--- config.mk ---
export PLATFORM = sky130hd
export DESIGN_NAME = hood_fan_sequencer
export DESIGN_NICKNAME = d
export VERILOG_FILES = /design/src/rtl/hood_fan_sequencer.sv
export SDC_FILE = /design/constraint.sdc
export NUM_CORES = 1
export LEC_CHECK = 0
export CORE_MARGIN = 3
export CORE_UTILIZATION = 58
export CTS_BUF_LIST = sky130_fd_sc_hd__clkbuf_8
export CTS_CLUSTER_SIZE = 14
export DETAILED_ROUTE_END_ITERATION = 10
export PLACE_DENSITY = 0.82
export SETUP_SLACK_MARGIN = 0.05
export SYNTH_ARGS = -nofsm -noshare
export SYNTH_HDL_FRONTEND = slang
export SYNTH_SLANG_ARGS = --single-unit
--- constraint.sdc ---
create_clock -name clk -period 6.6 [get_ports clk]
set_input_delay 0.66 -clock clk [delete_from_list [all_inputs] [get_ports clk]]
set_output_delay 0.66 -clock clk [all_outputs]
set_load 0.02 [all_outputs]
--- src/rtl/hood_fan_sequencer.sv ---
// Range-hood fan sequencer: ramps PWM duty toward the smoke-level target on a
// 100 Hz tick, drives the motor PWM and tracks run time for a cleaning reminder.
module hood_fan_sequencer #(
    parameter int PWM_BITS   = 8,
    parameter int STEP       = 8,
    parameter int DUTY_L1    = 64,
    parameter int DUTY_L2    = 128,
    parameter int DUTY_L3    = 255,
    parameter int REMIND_SEC = 36000
) (
    input  logic                clk,
    input  logic                reset,
    input  logic                tick_100Hz,
    input  logic [3:0]          state_smoke_lvl,
    input  logic                clear_reminder,
    output logic                pwm_out,
    output logic [PWM_BITS-1:0] duty_cur,
    output logic                ramping,
    output logic                at_target,
    output logic                fan_running,
    output logic [15:0]         usage_seconds,
    output logic                clean_reminder
);

    typedef enum logic [1:0] {IDLE, RAMP_UP, RAMP_DOWN, HOLD} state_t;

    localparam logic [PWM_BITS-1:0] STEP_W   = PWM_BITS'(STEP);
    localparam logic [PWM_BITS:0]   STEP_X   = (PWM_BITS+1)'(STEP);
    localparam logic [15:0]         REMIND_W = 16'(REMIND_SEC);

    state_t              state_reg, state_next;
    logic [PWM_BITS-1:0] duty_reg, duty_next;
    logic                at_target_reg, at_target_next;
    logic [PWM_BITS-1:0] pwm_cnt_reg;
    logic                pwm_out_reg;
    logic [6:0]          subtick_reg;
    logic [15:0]         usage_reg;
    logic                reminder_reg;

    logic [PWM_BITS-1:0] target;
    logic [PWM_BITS:0]   up_sum;
    logic [PWM_BITS:0]   down_floor;
    logic                lvl_off;
    logic                count_en;

    always_comb begin
        target = '0;
        unique case (state_smoke_lvl)
            4'b0001: target = PWM_BITS'(DUTY_L1);
            4'b0010: target = PWM_BITS'(DUTY_L2);
            4'b0100: target = PWM_BITS'(DUTY_L3);
            default: target = '0;
        endcase
    end

    assign lvl_off    = (state_smoke_lvl == 4'b0000);
    // One bit wider so the ramp clamps instead of wrapping at either end.
    assign up_sum     = {1'b0, duty_reg} + STEP_X;
    assign down_floor = {1'b0, target} + STEP_X;

    always_comb begin
        state_next     = state_reg;
        duty_next      = duty_reg;
        at_target_next = at_target_reg;
        if (lvl_off) begin
            state_next     = IDLE;
            duty_next      = '0;
            at_target_next = 1'b1;
        end else if (tick_100Hz) begin
            if (target > duty_reg)
                duty_next = (up_sum >= {1'b0, target}) ? target : up_sum[PWM_BITS-1:0];
            else if (target < duty_reg)
                duty_next = ({1'b0, duty_reg} >= down_floor) ? (duty_reg - STEP_W) : target;

            if (duty_next == '0)
                state_next = IDLE;
            else if (duty_next == target)
                state_next = HOLD;
            else if (target > duty_next)
                state_next = RAMP_UP;
            else
                state_next = RAMP_DOWN;
            at_target_next = (duty_next == target);
        end
    end

    always_ff @(posedge clk) begin
        if (reset) begin
            state_reg     <= IDLE;
            duty_reg      <= '0;
            at_target_reg <= 1'b1;
        end else begin
            state_reg     <= state_next;
            duty_reg      <= duty_next;
            at_target_reg <= at_target_next;
        end
    end

    always_ff @(posedge clk) begin
        if (reset) begin
            pwm_cnt_reg <= '0;
            pwm_out_reg <= 1'b0;
        end else begin
            pwm_cnt_reg <= pwm_cnt_reg + PWM_BITS'(1);
            pwm_out_reg <= (pwm_cnt_reg < duty_reg);
        end
    end

    // A tick coinciding with OFF is dropped from the run-time count.
    assign count_en = tick_100Hz && !lvl_off && (duty_reg != '0);

    always_ff @(posedge clk) begin
        if (reset) begin
            subtick_reg  <= '0;
            usage_reg    <= '0;
            reminder_reg <= 1'b0;
        end else begin
            if (clear_reminder) begin
                subtick_reg <= '0;
                usage_reg   <= '0;
            end else if (count_en) begin
                if (subtick_reg == 7'd99) begin
                    subtick_reg <= '0;
                    if (usage_reg != 16'hFFFF)
                        usage_reg <= usage_reg + 16'd1;
                end else begin
                    subtick_reg <= subtick_reg + 7'd1;
                end
            end
            reminder_reg <= (usage_reg >= REMIND_W);
        end
    end

    assign duty_cur       = duty_reg;
    assign ramping        = (state_reg == RAMP_UP) || (state_reg == RAMP_DOWN);
    assign at_target      = at_target_reg;
    assign fan_running    = (duty_reg != '0);
    assign pwm_out        = pwm_out_reg;
    assign usage_seconds  = usage_reg;
    assign clean_reminder = reminder_reg;

endmodule
# Word-level counts from Yosys, hierarchy flattened
# Index checks and enable logic that the tools add are counted.
# W data, S select, Z words.
# word_totals
wordCells	50
output_inout_bits	29
inputBits	8
ff_bits	44
# classes
eq_ne	8
n_addsub	6
order_cmp	7
mux	11
n_reduce_logical	10
# ops
op	count
$mux W8	6
$pmux W8 S3	1
$add A8 B4 Y9 const B	2
$add A16 B1 Y16 const B	1
$ge A16 B16 Y1 const B	1
$gt A8 B8 Y1	2
$lt A8 B8 Y1	2
$ne A16 B16 Y1 const B	1
$ge A8 B9 Y1	1
$ge A9 B8 Y1	1
$add A8 B1 Y8 const B	1
$eq A8 B8 Y1	1
$logic_not A8 Y1	1
$reduce_bool A8 Y1	1
$sub A8 B4 Y8 const B	1
$add A7 B1 Y7 const B	1
$eq A7 B7 Y1 const B	1
$mux W7	1
$mux W2	3
$eq A4 B1 Y1 const B	1
$eq A4 B2 Y1 const B	1
$eq A4 B3 Y1 const B	1
$logic_not A4 Y1	1
$reduce_or A2 Y1	2
6 further kinds	7

# Depth between registers and ports, before layout
# depth
ltp_word	13
mapped_depth	20
depth_no_buf	19

# Least setup slack after synthesis
# No wires, ideal clock.
# synth_timing
path_type	in2reg
start	input port state_smoke_lvl[0]
end	register state_reg[0]
setup_time_ns	0.074
required_time_ns	6.526
t_arrival_ns	4.210
n_path_buf	1
stages	19
slack_ns	2.316
cell_sequence	or4b_1 buf_6 clkinv_4 ha_1 nor2b_1 o211ai_1 a21o_1 a21oi_1 a311oi_1 o21ai_1 ha_1 nor2b_1 o21a_1 o21a_1 o21ai_0 a21oi_1 nor2b_1 o41a_1 a31oi_1
# synth_via
elab_chain_cells	13
elab_cells_between_ends	23
cone_classes	1 x add/sub; 5 x order compare; 4 x eq/ne; 10 x mux; 3 x reduce/logical
# synth_rtl
item	line_no	source
start, declared	14	input logic [3:0] state_smoke_lvl,
$eq A4 B3 Y1 (tied with other cells)	48	unique case (state_smoke_lvl)
$pmux W8 S3	48	
$add A8 B4 Y9	59	assign down_floor = {1'b0, target} + STEP_X;
$ge A8 B9 Y1	73	duty_next = ({1'b0, duty_reg} >= down_floor) ? (duty_reg - STEP_W) : target;
$mux W8	73	
$mux W8	72	else if (target < duty_reg)
$mux W8	70	if (target > duty_reg)
$mux W8	69	end else if (tick_100Hz) begin
$mux W8	65	if (lvl_off) begin
$gt A8 B8 Y1	79	else if (target > duty_next)
$mux W2	79	
$mux W2	77	else if (duty_next == target)
$mux W2	75	if (duty_next == '0)
end signal, assigned	93	state_reg <= state_next;
end, declared	31	state_t state_reg, state_next;
# Several ways; a longest one is shown, not always the timed one. The select of a mux whose other input is x is not followed.
# A chain may end at the register's enable or synchronous reset.

# Final worst setup path
# Same ends and word-level chain as after synthesis.

==> results_dict.tcl <==
set metrics [dict create \
    status "complete, no violations" \
    wp_data_required_ps 6810 \
    netlist.top_cell.by_area "sky130_fd_sc_hd__dfxtp_1" \
    final.min_clock_period_ps 5352 \
    final_cell_mix "sky130_fd_sc_hd__nor2_1, sky130_fd_sc_hd__dfxtp_1, sky130_fd_sc_hd__ha_1" \
    floorplan.die.height_microns 80.79 \
    fin_crit_sh 0.8109 \
    critical_path.max_fanout 19 \
    synth_fp_nets 424 \
    cellLeakagePower_uw 0.001450 \
    synth_top_flop_cell "sky130_fd_sc_hd__dfxtp_1" \
    clk_pin_slew_worst_paths_ps 80 \
    reg2reg_depth 17 \
    worst_slew_pin_slew_ps 952.4 \
    hold_path_class "flip-flop to flip-flop" \
    post_cts_hold_buffer_count 0 \
    drv_cap 0 \
    largest_register_ffs 16 \
    yosys.area_share.adder 0.1543 \
    max_clock_freq_mhz 186.9 \
    synth-compound-area-share 0.1828 \
    worst-r2r-setup-slack_ps 2490 \
    numClockSinks 44 \
    netlist_instances 376 \
    crit_type "input pin to flip-flop" \
    area_growth_syn_to_layout_pct 14.81 \
    finalNetCount 456 \
    seq_area_frac_synth 0.2715 \
    synth_enable_flop_cells 0 \
    floorplan.core_area_sq_um 5270 \
    worst_setup_path_start_kind "input pin" \
    worstHoldEndpoint "pwm_cnt_reg[0]" \
    area_of_the_mapped_netlist_sq_um 3244 \
    power_density_nw_per_um2 347.1 \
    residual_drc_count 0 \
    ctsResizeCount 0 \
    grt_first_pass_wirelength_mm 11.90 \
    die_width_microns 80.79 \
    routabilityCongestion 0.9808 \
    critical_path.reg2reg.startpoint "duty_cur[4]" \
    unrepaired_setup_endpoints_after_global_routing "false" \
    post_cts_buffers 0 \
    drt.antenna.violating_nets 0 \
    setup-violations-final 0 \
    avgRoutedWirePerCell_microns 14.80 \
    post_synth_top_area_share 0.2715 \
    drt_first_iter_violations 192 \
    hold-path-cell-count 1 \
    totalWireLength_mm 7.088 \
    grt_overflow 0 \
    cts_buffer_depth 2 \
    worst_min_path_start "pwm_cnt_reg[0]" \
    number_of_h_tree_levels 2 \
    synth_cell_types 60 \
    xor_xnor_fraction_of_synth_area 0.08099 \
    final-max-slew-violation-count 0 \
    worstPathArrival_ps 5560 \
    grt_util_all_layers 0.2263 \
    clkLatencyLatePin_ps 290 \
    synth.area.mux_share 0.02661 \
    vdd.ir_drop.worst_mv 0.1935 \
    setup-tns-final_ps 0 \
    dr.pass1.iters 5 \
    detailroute.via_count 2860 \
    synthesis.yosys.warnings 0 \
    first_global_vias 2677 \
    syn-mean-instance-area_sq_um 8.629 \
    fillerInstances 431 \
    rows 26 \
    timing_hold_violations_final 0 \
    pin_count_of_the_biggest_net_entering_global_routing 20 \
    max-slew-margin-rel 0.3592 \
    grt_antenna_before_repair 0 \
    detail_route.vias_per_cell 5.971 \
    cts_tree "done" \
    worst_clock_skew_ps 10.91 \
    place_hpwl_mm 5.472 \
    floorplan.initialDensity 0.6156 \
    synth-async-reset-ratio 0 \
    yosys-top-cells-area "sky130_fd_sc_hd__dfxtp_1, sky130_fd_sc_hd__ha_1, sky130_fd_sc_hd__xor2_1" \
    num_antenna_cells 0 \
    timing.critical_path.from "state_smoke_lvl[0]" \
    cp-end-kind "flip-flop" \
    die-area_sq_um 6527 \
    timing.rr.end "state_reg[0]" \
    portBuffers 36 \
    postSynthRegisterBits 44 \
    cts-buffers-inserted 5 \
    top_level_ports 37 \
    mostFrequentLayoutCell "sky130_fd_sc_hd__nor2_1" \
    clock_tree.root_cell "sky130_fd_sc_hd__clkbuf_8" \
    fraction_of_layout_instances_using_a_drive_strength_above_1 0.07090 \
    synth_simple_gate_area_share 0.2437 \
    layout.cells.non_filler 479 \
    place.detailed.instances 471 \
    synth_top_family_by_area "simple AND/OR/NAND/NOR gates" \
]
metal layers:
metal  global-route usage  vias to the layer above  wire (microns)
met5                    0                        -               0
met4              0.05743                        0              99
met3              0.04102                       14             385
met2               0.3841                       99            3261
met1               0.2973                     1321            3341
li1                     -                     1426               -
stage by stage:
step,hold slack (ps),total power [uW],utilization,cell area (sq um),setup slack (ps)
floorplan,420.6,922.8,-,3244,2316
global placement,433.2,1103,0.6890,3631,1277
detailed placement,455.7,1109,0.6890,3631,1118
CTS,477.2,1288,0.7068,3725,1358
global route,515.0,1389,0.7068,3725,944.5
finish,466.8,1293,0.7068,3725,1248
how the worst max path moves through the flow:
stage                              end  slack (ps)  cells after the start
after global routing      state_reg[0]         940                     19
after detailed placement  state_reg[1]        1120                     19
final                     state_reg[0]        1250                     19
after global placement    state_reg[0]        1280                     19
after CTS                 state_reg[0]        1360                     19
after floorplan           state_reg[0]        2320                     19
logic make-up after synthesis:
group,count (synthesis)
DFF,44
adders and majority gates,40
muxes,8
xor gates and xnor gates,30
and+or+nand+nor,151
buffers and inverters,28
AOI/OAI and AO/OA,75
cells in the mapped netlist, drive strengths merged, types with 2 or more instances:
cell,number
dfxtp,44
o21ai,17
o221ai,2
xor2,20
o211ai,3
nor4,5
a31oi,5
a311oi,2
or4b,2
and4,3
mux2i,6
nor2b,4
xnor2,10
or3,4
nand2,22
a21o,8
nor3,10
or2,4
nand4,10
nand2b,4
nand3,20
a211oi,6
o21a,5
ha,40
inv,16
and2,5
a21oi,16
nor2,46
and3,10
buf,7
mux2,2
clkbuf,4
power by group:
group / leakage [uW] / switching (uW) / internal, uW
sequential: 0.000357 / 37.2 / 289
combinational: 0.00104 / 446 / 348
clock: 0.0000486 / 89.0 / 83.6
layout make-up:
class	count	area [sq um]	area share
Sequential cell	44	880.8	0.2365
Clock buffer	6	82.58	0.02217
Inverter	17	68.82	0.01847
Tap cell	70	87.58	0.02351
Timing Repair Buffer	36	360.3	0.09674
Clock inverter	2	11.26	0.003023
Multi-Input combinational cell	304	2233	0.5996
worst max-delay path, stage by stage:
cell	delay, ps
sky130_fd_sc_hd__clkdlybuf4s50_1	480
sky130_fd_sc_hd__or4b_1	870
sky130_fd_sc_hd__clkinv_4	270
sky130_fd_sc_hd__ha_1	300
sky130_fd_sc_hd__nor2b_1	150
sky130_fd_sc_hd__o211ai_1	250
sky130_fd_sc_hd__a21o_1	200
sky130_fd_sc_hd__a21oi_1	130
sky130_fd_sc_hd__a311oi_1	630
sky130_fd_sc_hd__o21ai_1	180
sky130_fd_sc_hd__ha_1	320
sky130_fd_sc_hd__nor2b_1	130
sky130_fd_sc_hd__o21a_1	120
sky130_fd_sc_hd__o21a_1	90
sky130_fd_sc_hd__o21ai_0	70
sky130_fd_sc_hd__a21oi_1	180
sky130_fd_sc_hd__nor2b_1	80
sky130_fd_sc_hd__o41a_1	320
sky130_fd_sc_hd__a31oi_1	140
No activity file was read; power rests on OpenSTA's default activity.
